--- src/rtl/penc64to6_rr_pkg.sv ---
// Shared types and sizing for the 64-to-6 round-robin encoder.
package penc_pkg;

    localparam int N_REQ = 64;
    localparam int IDX_W = 6;
    localparam int GRP   = 8;
    localparam int GRP_W = 3;

    typedef logic [N_REQ-1:0] req_t;
    typedef logic [IDX_W-1:0] idx_t;

endpackage

--- src/rtl/penc64to6_rr_if.sv ---
// Request/grant bundle between the request sources and the encoder.
interface penc64to6_rr_if;
    import penc_pkg::*;

    logic en;
    req_t req;
    logic out_ready;
    logic out_valid;
    idx_t idx;
    req_t grant;

    modport master (output en, req, out_ready, input out_valid, idx, grant);
    modport slave  (input en, req, out_ready, output out_valid, idx, grant);
endinterface

--- src/rtl/penc64to6_rr_pri_enc8to3.sv ---
// 8-to-3 lowest-set-bit encoder, leaf of the two-level encoder tree.
module pri_enc8to3 (
    input  logic [7:0] x,
    output logic [2:0] b,
    output logic       v
);

    // Scan from the top down so the lowest set bit is the last one written.
    always_comb begin
        b = 3'd0;
        for (int i = 7; i >= 0; i--) begin
            if (x[i]) b = 3'(i);
        end
        v = |x;
    end

endmodule

--- src/rtl/penc64to6_rr.sv ---
// 64-to-6 registered encoder with round-robin (RR=1) or fixed
// lowest-index-first (RR=0) selection, valid/ready on the output.
module penc64to6_rr
    import penc_pkg::*;
#(
    parameter bit RR = 1'b1
) (
    input  logic           clk,
    input  logic           rst_n,
    penc64to6_rr_if.slave  bus
);

    idx_t             ptr;
    req_t             mreq;
    logic [GRP-1:0]   gv_m;
    logic [GRP-1:0]   gv_u;
    logic [GRP_W-1:0] lo_m [GRP];
    logic [GRP_W-1:0] lo_u [GRP];
    logic [GRP_W-1:0] hi_m;
    logic [GRP_W-1:0] hi_u;
    logic             any_m;
    logic             any_u;
    idx_t             sel;
    logic             load;

    // With RR=0 the pointer never leaves 0, so the mask passes everything.
    assign mreq = bus.req & ({N_REQ{1'b1}} << ptr);

    for (genvar g = 0; g < GRP; g++) begin : g_grp
        pri_enc8to3 u_enc_m (.x(mreq[g*GRP +: GRP]),    .b(lo_m[g]), .v(gv_m[g]));
        pri_enc8to3 u_enc_u (.x(bus.req[g*GRP +: GRP]), .b(lo_u[g]), .v(gv_u[g]));
    end

    pri_enc8to3 u_top_m (.x(gv_m), .b(hi_m), .v(any_m));
    pri_enc8to3 u_top_u (.x(gv_u), .b(hi_u), .v(any_u));

    // Masked tree wins when anything at or above the pointer is requesting;
    // otherwise wrap to the lowest request overall.
    always_comb begin
        sel  = any_m ? {hi_m, lo_m[hi_m]} : {hi_u, lo_u[hi_u]};
        load = bus.en & (~bus.out_valid | bus.out_ready);
    end

    // Output registers and round-robin pointer.
    always_ff @(posedge clk or negedge rst_n) begin
        if (!rst_n) begin
            bus.out_valid <= 1'b0;
            bus.idx       <= '0;
            bus.grant     <= '0;
            ptr           <= '0;
        end else if (load) begin
            if (any_u) begin
                bus.out_valid <= 1'b1;
                bus.idx       <= sel;
                bus.grant     <= req_t'(1) << sel;
                if (RR) ptr <= idx_t'(sel + 6'd1);
            end else begin
                bus.out_valid <= 1'b0;
                bus.grant     <= '0;
            end
        end else if (bus.out_valid && bus.out_ready) begin
            // en=0: let the pending index drain, but capture nothing new.
            bus.out_valid <= 1'b0;
            bus.grant     <= '0;
        end
    end

endmodule

--- src/flat_wrapper.sv ---
// flat-port wrapper written by rule: the top's interface ports become plain ports
module penc64to6_rr_flat import penc_pkg::*;
#(
    parameter bit RR = 1'b1
)
  (clk, rst_n, bus_en, bus_req, bus_out_ready, bus_out_valid, bus_idx, bus_grant);
  penc64to6_rr_if bus_i ();
  input  logic clk;
  input  logic rst_n;
  input wire logic [$bits(bus_i.en)-1:0] bus_en;
  input wire logic [$bits(bus_i.req)-1:0] bus_req;
  input wire logic [$bits(bus_i.out_ready)-1:0] bus_out_ready;
  output wire logic [$bits(bus_i.out_valid)-1:0] bus_out_valid;
  output wire logic [$bits(bus_i.idx)-1:0] bus_idx;
  output wire logic [$bits(bus_i.grant)-1:0] bus_grant;
  assign bus_i.en = bus_en;
  assign bus_i.req = bus_req;
  assign bus_i.out_ready = bus_out_ready;
  assign bus_out_valid = bus_i.out_valid;
  assign bus_idx = bus_i.idx;
  assign bus_grant = bus_i.grant;
  penc64to6_rr #(.RR(RR)) u_core (.clk(clk), .rst_n(rst_n), .bus(bus_i));
endmodule
--- config.mk ---
export PLATFORM = sky130hd
export DESIGN_NAME = penc64to6_rr_flat
export DESIGN_NICKNAME = d
export VERILOG_FILES = /design/src/rtl/penc64to6_rr_pkg.sv /design/src/rtl/penc64to6_rr_if.sv /design/src/rtl/penc64to6_rr_pri_enc8to3.sv /design/src/rtl/penc64to6_rr.sv /design/src/flat_wrapper.sv
export SDC_FILE = /design/constraint.sdc
export NUM_CORES = 1
export LEC_CHECK = 0
export CAP_MARGIN = 20
export CORE_ASPECT_RATIO = 1.4
export CORE_MARGIN = 4
export CORE_UTILIZATION = 32
export DETAILED_ROUTE_END_ITERATION = 7
export PLACE_DENSITY_LB_ADDON = 0.25
export SYNTH_ARGS = -nofsm -noshare
export SYNTH_HDL_FRONTEND = slang
export SYNTH_SLANG_ARGS = --single-unit
--- constraint.sdc ---
create_clock -name clk -period 7.7 [get_ports clk]
set_input_delay 1.54 -clock clk [delete_from_list [all_inputs] [get_ports clk]]
set_output_delay 1.54 -clock clk [all_outputs]
set_load 0.05 [all_outputs]
==> metrics.yaml <==
drt:
  routed_wl_um: 23200
  num_vias: 6307
  drc: 0
  via_per_inst: 5.83
  drt_pass1_iterations: 5
  drt_iter0_drc: 623
  detail-route-antenna-nets: 0
  route.detailed.wl_per_inst_um: 21.4
sta:
  relSlewSlack_pct: 35.1
  finalSetupViolCount: 0
  grt_setup_unrepaired: "no"
  finClkSkew_ns: 0.00537
  post-route-min-period_ns: 5.63
  worst_slew_pin_slew_ns: 0.974
  finalSetupTns_ns: 0
  drv_slew: 0
  finalHoldViolCount: 0
  max_freq_mhz: 178
  timing.final.crit_share_pct: 73.1
synth:
  synth-seq-cells: 77
  synth_edf_count: 0
  synth.most_common_cell: "nand2_1"
  yosysWarningCount: 0
  seq_area_frac_synth_pct: 33.8
  async_flop_share_pct: 100
  synth_ff_type: "dfrtp_1"
  synth_top_area_share_pct: 33.8
  netlist.top_cell.by_area: "dfrtp_1"
  syn_nets: 793
  syn_avg_cell_area_sq_um: 7.93
  ys_top_cells_by_count: "nand2_1, o21ai_0, dfrtp_1, nor2_1, a21oi_1"
  synth_area_sq_um: 5710
  synth_top_cells_by_area: "dfrtp_1, o21ai_0, nand2_1"
  ys_types: 86
  synth_cells: 720
power:
  p_clk_share_pct: 21.3
  ir_worst_vdd_uv: 205
  sw_frac_of_total_pct: 48.9
  p_switching_uw: 970
  powerDensity_nw_per_um2: 263
  p_leak_nw: 2.93
  combinationalPowerShare_pct: 51.9
  p_int_mw: 1.01
  p_seq_share_pct: 26.8
clock_network:
  clk_path_buf_depth: 2
  cts_setup_buffers: 0
  clk-insertion-delay-late_ns: 0.33
  cts-hold-fix-buffers: 0
  htreeDepth: 3
  cts_root_buffer: "clkbuf_16"
  cts-resized-gates: 0
  cts_tree: "yes"
  clk_pin_slew_ns: 0.06
  cts_sinks: 77
  cts_buffers: 9
final_layout:
  fin_cells: 1082
  diodes: 0
  fin_nets: 914
  area_delta_synth_final_pct: 32.1
  fillerInstances: 1748
  final_area_sq_um: 7540
  drive_gt1_share_pct: 6.62
run:
  maxCapViolations: 0
worst_setup_path:
  worst_ep_required_time_ns: 7.89
  cp_max_fo: 14
  worstSetupPathType: "in2reg"
  startpoint_type: "input port"
  r2r_setup_slack_ns: 2.60
  arrival_ns: 5.82
  end_kind: "register"
die:
  die-height_um: 166
  rows: 57
  start_util_pct: 32.7
  core_sq_um: 17500
  io_pins: 139
  die_area_sq_um: 20100
  die_x_um: 121
placed_design:
  placed_cell_area_sq_um: 7240
  hpwl_um: 17600
  io_buffers: 138
  gp_congestion: 0.963
  dp_cells: 1066
grt:
  grt_max_degree: 78
  top_usage_layer: "met2"
  use_met2_pct: 38.8
  grt_pass1_vias: 6458
  grt_usage_pct: 23.2
  grt_first_pass_wirelength_um: 37000
  grt_use_met3_pct: 4.57
  antenna_found_initial: 0
  use_met1_pct: 27.4
  grt-ovfl-total: 0
hold_path:
  min_path_type: "reg2reg"
status:
  status: "finished, final reports clean"
-- power by group through the flow --
stage	Sequential, mW	Combinational [mW]	Clock (mW)
detailed placement	0.536	1.02	0
floorplan	0.628	0.553	0
global placement	0.538	1.02	0
finish	0.532	1.03	0.423
CTS	0.531	1.02	0.431
global route	0.541	1.11	0.449
-- per-stage QoR --
stage	util, %	hold WS, ns	power [mW]	setup slack (ns)
final	43.2	0.473	1.98	2.07
after global routing	43.2	0.503	2.10	1.79
after CTS	43.2	0.483	1.99	2.20
after detailed placement	41.4	0.468	1.55	1.88
after global placement	41.4	0.460	1.56	1.86
after floorplan	-	0.760	1.18	3.14
-- final cells by class --
| type | instances | area [sq um] | share of cell area [%] |
|---|---|---|---|
| Clock buffer | 10 | 239 | 3.17 |
| Clock inverter | 6 | 62.6 | 0.830 |
| Inverter | 30 | 113 | 1.49 |
| Multi-Input combinational cell | 579 | 3480 | 46.2 |
| Sequential cell | 77 | 1930 | 25.6 |
| Tap cell | 236 | 295 | 3.92 |
| Timing Repair Buffer | 144 | 1420 | 18.9 |
-- critical path, cell delays in order --
cell             delay [ns]
clkdlybuf4s50_1        0.53
nor4_1                 0.72
and4_1                 0.45
o211ai_1               0.16
and2_1                 0.35
a2111oi_0              0.53
o31ai_1                0.16
a211oi_1               0.31
o31a_1                 0.31
inv_2                  0.09
ha_1                   0.21
nand2_1                0.29
o21ai_0                0.16
-- layout by cell type (no fill, tap or decap), drive strengths merged, types with 4 or more instances in the layout --
master           n
nor4            20
clkdlybuf4s50  137
o211ai          14
o32ai            5
nor3             9
nand3           25
inv             30
o221ai           5
dfrtp           77
and3             7
nand2          122
nor2            41
a21o             5
o31ai            8
a41oi            4
nand3b           4
buf              7
or4              9
a221oi           4
a31oi            7
o21ai          111
a21oi           36
o21a             4
or2              6
nor2b            9
a211oi           9
and2             7
a311oi           8
ha               5
a21boi           8
clkbuf          10
nand2b          10
o21bai          11
a22o             6
o211a            4
a211o            5
nand4           11
-- worst paths after layout --
kind | start | end | depth (start not counted)
worst min register to register | u_core.bus.grant[8] | u_core.bus.grant[8] | 2
worst max register to register | u_core.ptr[2] | u_core.ptr[4] | 13
max in group asynchronous | rst_n | u_core.bus.grant[25] | 1
worst max-delay path | bus_req[0] | u_core.bus.grant[52] | 13
min in group asynchronous | rst_n | u_core.bus.grant[2] | 1
worst min-delay path | u_core.bus.grant[8] | u_core.bus.grant[8] | 2
-- routing by layer --
metal,share of wire [%],vias up
li1,-,2951
met1,39,3008
met2,49,278
met3,6.7,70
met4,5.8,0
met5,0,-
-- sequential cells by signal (all words and copies together) (netlist names) --
signal	cells
u_core.ptr	6
u_core.bus.out_valid	1
u_core.bus.idx	6
u_core.bus.grant	64
-- cell families (layout without fill, tap and decap cells) --
| group | Yosys count | after routing | synth area share, % |
|---|---|---|---|
| simple gates | 293 | 293 | 26.6 |
| compound gates | 278 | 278 | 32.5 |
| flops | 77 | 77 | 33.8 |
| buf+inv | 64 | 190 | 5.48 |
| fa+ha+maj | 5 | 5 | 1.10 |
| mux | 3 | 3 | 0.548 |
Power figures use the tool's default switching activity.
